## config.mk

```make
export PLATFORM = sky130hd
export DESIGN_NAME = ln_sum_unit
export DESIGN_NICKNAME = d
export VERILOG_FILES = /design/src/rtl/ln_sum_unit_pkg.sv /design/src/rtl/ln_sum_unit_lod_normalize.sv /design/src/rtl/ln_sum_unit.sv
export SDC_FILE = /design/constraint.sdc
export NUM_CORES = 1
export LEC_CHECK = 0
export ABC_AREA = 1
export CAP_MARGIN = 25
export CORE_UTILIZATION = 60
export CTS_CLUSTER_DIAMETER = 150
export DETAILED_ROUTE_END_ITERATION = 8
export PLACE_DENSITY = 0.83
export SKIP_LAST_GASP = 1
export SYNTH_ARGS = -nofsm -noshare
export SYNTH_HDL_FRONTEND = slang
export SYNTH_SLANG_ARGS = --single-unit
```

## constraint.sdc

```tcl
create_clock -name clk -period 5.9 [get_ports clk]
set_clock_uncertainty 0.15 [all_clocks]
set_input_delay 1.18 -clock clk [delete_from_list [all_inputs] [get_ports clk]]
set_output_delay 1.18 -clock clk [all_outputs]
set_load 0.005 [all_outputs]
```

## src/rtl/ln_sum_unit_pkg.sv

```systemverilog
// rtl/ln_sum_unit_pkg.sv - shared softmax log-side widths, FSM encoding and ln2/log2e shift sets
package ln_sum_unit_pkg;

  localparam int DEF_DATA_W = 32;
  localparam int DEF_FRAC_W = 10;
  localparam int DEF_ACC_W  = DEF_DATA_W + 8;

  typedef enum logic [2:0] {
    IDLE = 3'd0,
    ACC  = 3'd1,
    LOD  = 3'd2,
    MUL  = 3'd3,
    OUT  = 3'd4
  } state_t;

  // ln2 ~= 0.1011b; inverse of the exp-side log2e ~= 1.0111b = x + x/2 - x/16
  localparam int unsigned LN2_SH0 = 1;
  localparam int unsigned LN2_SH1 = 3;
  localparam int unsigned LN2_SH2 = 4;

  function automatic logic signed [31:0] log2e_scale(input logic signed [31:0] x);
    return x + (x >>> 1) - (x >>> 4);
  endfunction

endpackage

```

## src/rtl/ln_sum_unit_lod_normalize.sv

```systemverilog
// rtl/ln_sum_unit_lod_normalize.sv - leading-one detector plus left-justified mantissa extract
module ln_sum_unit_lod_normalize #(
  parameter int ACC_W  = 40,
  parameter int FRAC_W = 10,
  parameter int P_W    = $clog2(ACC_W)
) (
  input  logic [ACC_W-1:0]  acc,
  output logic [P_W-1:0]    p,
  output logic [FRAC_W-1:0] m,
  output logic              zero
);

  logic [ACC_W-1:0] norm;

  always_comb begin
    p = '0;
    for (int i = 0; i < ACC_W; i++) begin
      if (acc[i]) p = P_W'(i);
    end
    // Leading one moved to the MSB; the bits under it are the mantissa, zero-filled from below
    norm = acc << (ACC_W - 1 - int'(p));
    m    = norm[ACC_W-2 -: FRAC_W];
    zero = (acc == '0);
  end

endmodule

```

## src/rtl/ln_sum_unit.sv

```systemverilog
// rtl/ln_sum_unit.sv - accumulates exp samples into F and returns ln(F) in signed fixed point
module ln_sum_unit
  import ln_sum_unit_pkg::*;
#(
  parameter int DATA_W = DEF_DATA_W,
  parameter int FRAC_W = DEF_FRAC_W,
  parameter int ACC_W  = DEF_ACC_W
) (
  input  logic              clk,
  input  logic              rst,
  input  logic              in_valid,
  output logic              in_ready,
  input  logic [DATA_W-1:0] in_data,
  input  logic              in_last,
  output logic              out_valid,
  input  logic              out_ready,
  output logic [DATA_W-1:0] out_lnF,
  output logic              out_zero,
  output logic              out_ovf
);

  localparam int P_W = $clog2(ACC_W);
  localparam int K_W = P_W + 1;
  localparam int S_W = ACC_W + 1;

  state_t state, state_nxt;

  logic [ACC_W-1:0]         acc;
  logic                     ovf;
  logic [ACC_W:0]           sum;
  logic                     accept;
  logic [P_W-1:0]           lod_p;
  logic [FRAC_W-1:0]        lod_m;
  logic                     lod_zero;
  logic signed [K_W-1:0]    k_q;
  logic [FRAC_W-1:0]        m_q;
  logic                     zero_q;
  logic signed [DATA_W-1:0] l_val;
  logic signed [DATA_W-1:0] y_val;

  ln_sum_unit_lod_normalize #(
    .ACC_W  (ACC_W),
    .FRAC_W (FRAC_W),
    .P_W    (P_W)
  ) u_lod (
    .acc  (acc),
    .p    (lod_p),
    .m    (lod_m),
    .zero (lod_zero)
  );

  assign accept = in_valid && in_ready;
  assign sum    = {1'b0, acc} + S_W'(in_data);
  // log2(F) = k + m/2^FRAC_W, with m < 2^FRAC_W so it simply sits under k
  assign l_val  = {{(DATA_W-FRAC_W-K_W){k_q[K_W-1]}}, k_q, m_q};
  assign y_val  = (l_val >>> LN2_SH0) + (l_val >>> LN2_SH1) + (l_val >>> LN2_SH2);

  always_ff @(posedge clk) begin
    if (rst) state <= IDLE;
    else     state <= state_nxt;
  end

  always_comb begin
    state_nxt = state;
    in_ready  = 1'b0;
    out_valid = 1'b0;
    case (state)
      IDLE, ACC: begin
        in_ready = 1'b1;
        if (in_valid) state_nxt = in_last ? LOD : ACC;
      end
      LOD:     state_nxt = MUL;
      MUL:     state_nxt = OUT;
      OUT: begin
        out_valid = 1'b1;
        if (out_ready) state_nxt = IDLE;
      end
      default: state_nxt = IDLE;
    endcase
  end

  always_ff @(posedge clk) begin
    if (rst) begin
      acc      <= '0;
      ovf      <= 1'b0;
      k_q      <= '0;
      m_q      <= '0;
      zero_q   <= 1'b0;
      out_lnF  <= '0;
      out_zero <= 1'b0;
      out_ovf  <= 1'b0;
    end else begin
      case (state)
        IDLE: if (accept) begin
          acc <= ACC_W'(in_data);
          ovf <= 1'b0;
        end
        ACC: if (accept) begin
          if (sum[ACC_W]) begin
            acc <= '1;
            ovf <= 1'b1;
          end else begin
            acc <= sum[ACC_W-1:0];
          end
        end
        LOD: begin
          k_q    <= K_W'(lod_p) - K_W'(FRAC_W);
          m_q    <= lod_m;
          zero_q <= lod_zero;
        end
        MUL: begin
          out_lnF  <= zero_q ? {1'b1, {(DATA_W-1){1'b0}}} : y_val;
          out_zero <= zero_q;
          out_ovf  <= ovf;
        end
        default: ;
      endcase
    end
  end

endmodule

```

==> results.txt <==
- Worst Setup Slack post-DPL: 0.257 ns
- Dividing the detail-routed wire length by the instance count gives approximately 14 um.
* Multi-input gate area: approximately 0.0057 sq mm
- Using the TritonRoute via totals, the vias-per-cell ratio works out to between 5 and 6.
* Global Route met1 Usage: between 40% and 50%
- Clock tree from TritonCTS: built
- After the first detailed-routing iteration, the DRC count stood at 644.
* Static leakage: just over 4 nW
- Final max-slew violation count: 0
- Sink Count: 82
- Total CTS buffers: 9
* Data arrival time at the worst-slack endpoint: roughly 5.4 ns
- Number of post-CTS setup repair buffers: 0
* Count of H-tree levels built during CTS: 3
* Syn nets: ~1.3k
* Syn-to-layout area delta: 12.1%
- Final Util: between 60 and 70%
- Crit end category: flop
- Syn avg cell area: 6.61 sq um
- Worst Path Class, Setup: in2reg
- GP Congestion: a little over 0.9
* Outcome: finished clean
- Remaining design rule violation count: 0
- Based on the critical path, the design can be clocked at up to approximately 190 MHz.
- After legalization and detailed placement, the total HPWL measured about 15000 um.
- Synth Warn #: 0
* Wire length of the first global-routing pass: around 36000 um
* CTS Root Buffer Type: clkbuf_16
- Register bit total from synthesis: 82
- The filler cells instantiated in the layout total roughly 1.1k.
- For flop-to-flop paths, the worst setup slack is roughly 1.4 ns.
* Number of iterations in the first detailed-routing pass: 5
- Main synth FF type: dfxtp_1
* Area of the die: around 0.014 sq mm
- The slowest stage of the critical path is the clkdlybuf4s50_1 cell.
- Setup repair after global routing left no endpoint under its margin.
* Final Net Count: 1370
- Final worst path period need: between 5 and 6 ns
* Final WL: about 21000 um
- The library cell used most frequently in the layout, excluding fill and tap cells, is nand2_1.
- Instance count after placement with tap cells included: between 1k and 1.5k
- Final worst path period share: between 80% and 90%
- Overall track demand over capacity in global routing: 30.5%
- Number of antenna violations at the first check in global routing: 0
* Total congestion overflow: 0
* Post-cts hold buffer count: 0
* Layout Cell Area excl Fill: 0.00920 sq mm
- Commonest cells after routing, fill and taps aside: 345 x nand2_1, 202 x nand3_1, 105 x inv_1, 85 x a21oi_1, 81 x dfxtp_1
* Sequential cell area: roughly 0.0016 sq mm
- After layout, the worst setup slack is approximately 0.61 ns.
- The core region is approximately 0.013 sq mm.
* Sequential area share after synthesis: approximately a fifth
* Count of final hold-check violations: 0
- Max-capacitance violation count: 0
- The routed layout has 8380 vias.
- The via count of the first global-routing pass is ~7.8k.
* Number of flops mapped to enable cells by yosys: 0
* Stage delay of the slowest cell on the critical path: 0.49 ns
* Clock transition time at the flip-flop clock pins of the worst setup and hold paths: about 0.070 ns
- Met2 Resource Use GR: slightly above 50%
- The longest clock path from root to sink contains 2 buffers.
- Met3 usage in global routing: under 10%
- In this run the cell area of the synthesized design comes to just over 0.008 sq mm.
- Most used cell, CP: a21oi_2
- Netlist cell types: 47
- At the worst endpoint, the required time is 6.03 ns.
- Excluding fillers, the count of instances in the completed layout stands at approximately 1.5k.
- Clk_lat worst skew: between 0.3 and 0.4 ns
- Hold Path Class: reg2reg
- Once the floorplan was initialized, standard cells occupied 61.7% of the core.
- After synthesis, the share of flip-flops with an asynchronous set or reset is 0%.
- Of all nets on the critical path, the largest fanout is 31.
- Die boundary height: ~120 um
- Setup violations remaining at the end of the flow were counted as 0.
- The tightest hold path in the finished design has a slack of about 0.31 ns.
- For the pin with the worst max-slew slack, the measured transition is between 1 and 1.5 ns.
- The design draws around 2.5 mW.
- 73 I/O pins were placed.
- Post-CTS repair changed the size of 0 cells.
- N_diodes: 0
- The count of nets left with antenna violations once routing finished came out at 0.
- IR analysis of the VDD net gives a maximum drop of ~0.16 mV.
* Gate count after technology mapping: roughly 1.2k
- Entering global routing, the biggest net connects between 70 and 80 pins.
- Die W: approximately 120 um
* Relative slew slack: 30.2%
- STA classifies the critical path startpoint as an input port.
* Total power divided by cell area: 273 mW/mm^2
- Port buffering added 72 buffers.
- The placed instances occupy a cell area of ~0.0089 sq mm.
- met2 is the most crowded layer.
* Fraction of layout instances using a drive strength above 1: a little over a tenth
* Setup TNS: 0 ns
* Standard-cell row count: 42
==> cells in the mapped netlist, types with 2 or more instances <==
master / count / share of area, %
buf_1: 2 / 0.092
nand3_1: 202 / 12
xor2_1: 28 / 3.0
o21ai_0: 40 / 2.4
nor4_1: 9 / 0.69
xnor2_1: 8 / 0.85
nor3_1: 8 / 0.49
nand4_1: 5 / 0.38
nor2_1: 59 / 2.7
buf_12: 3 / 0.73
nand2_4: 4 / 0.55
nor2_2: 3 / 0.23
nand3_2: 3 / 0.37
ha_1: 49 / 7.5
o221ai_1: 2 / 0.21
nand2_1: 345 / 16
fa_1: 15 / 3.7
a211oi_1: 3 / 0.27
clkinv_1: 3 / 0.14
o21ai_2: 6 / 0.64
o21bai_2: 2 / 0.27
inv_1: 105 / 4.8
buf_6: 3 / 0.41
dfxtp_1: 82 / 20
o211ai_1: 2 / 0.18
clkbuf_1: 37 / 1.7
a31oi_1: 5 / 0.38
a21oi_2: 39 / 4.2
buf_4: 13 / 1.2
o221ai_2: 30 / 5.5
or2_2: 3 / 0.23
o21ai_1: 5 / 0.31
nand3b_1: 2 / 0.18
a21oi_1: 85 / 5.2
nand2_2: 5 / 0.38
inv_2: 4 / 0.18
buf_2: 11 / 0.67
==> critical path: cells and delay by family <==
family	cells	cell delay (ns)
compound gates	11	1.52
buf+inv	6	1.09
simple gates	13	1.04
fa+ha+maj	2	0.59
==> logic make-up (layout without fill, tap and decap cells) <==
kind of cell	Yosys count	count (layout)	synth area share, %
AOI/OAI and AO/OA	225	225	20.3
xor gates and xnor gates	36	36	3.85
adders and majority gates	64	64	11.1
buffers and inverters	183	217	10.1
DFF	82	82	20.0
and+or+nand+nor	650	650	34.6
==> layer usage <==
layer	part of all wire, %	vias up
met3	5.1	38
met2	46	271
met1	46	3833
met4	2.7	0
met5	0	-
li1	-	4238
==> final timing paths <==
kind                           start                 endpoint  cells after the start
max                       in_data[0]     acc[20]$_SDFFE_PP0P_                     32
min          out_lnF[2]$_SDFFE_PP0P_  out_lnF[2]$_SDFFE_PP0P_                      2
max reg2reg      acc[0]$_SDFFE_PP0P_     acc[20]$_SDFFE_PP0P_                     31
min reg2reg  out_lnF[2]$_SDFFE_PP0P_  out_lnF[2]$_SDFFE_PP0P_                      2
==> report_power, final <==
part	switching (mW)	internal, mW
registers	0.0508	0.588
clock network	0.258	0.344
logic	0.814	0.452
==> layout make-up <==
type                       instances  area share, %
multi-input combinational        975           62.4
sequential                        82           17.9
timing repair buffer              87           9.22
inverter                         114           4.73
clock buffer                      10           2.60
tap                              176           2.39
clock inverter                     6          0.789
==> state kept, by name, indices dropped and copies added (netlist names) <==
register,flops
ovf,1
out_ovf,1
k_q,7
out_lnF,19
state,3
acc,40
zero_q,1
out_zero,1
m_q,9
Power figures use the tool's default switching activity.
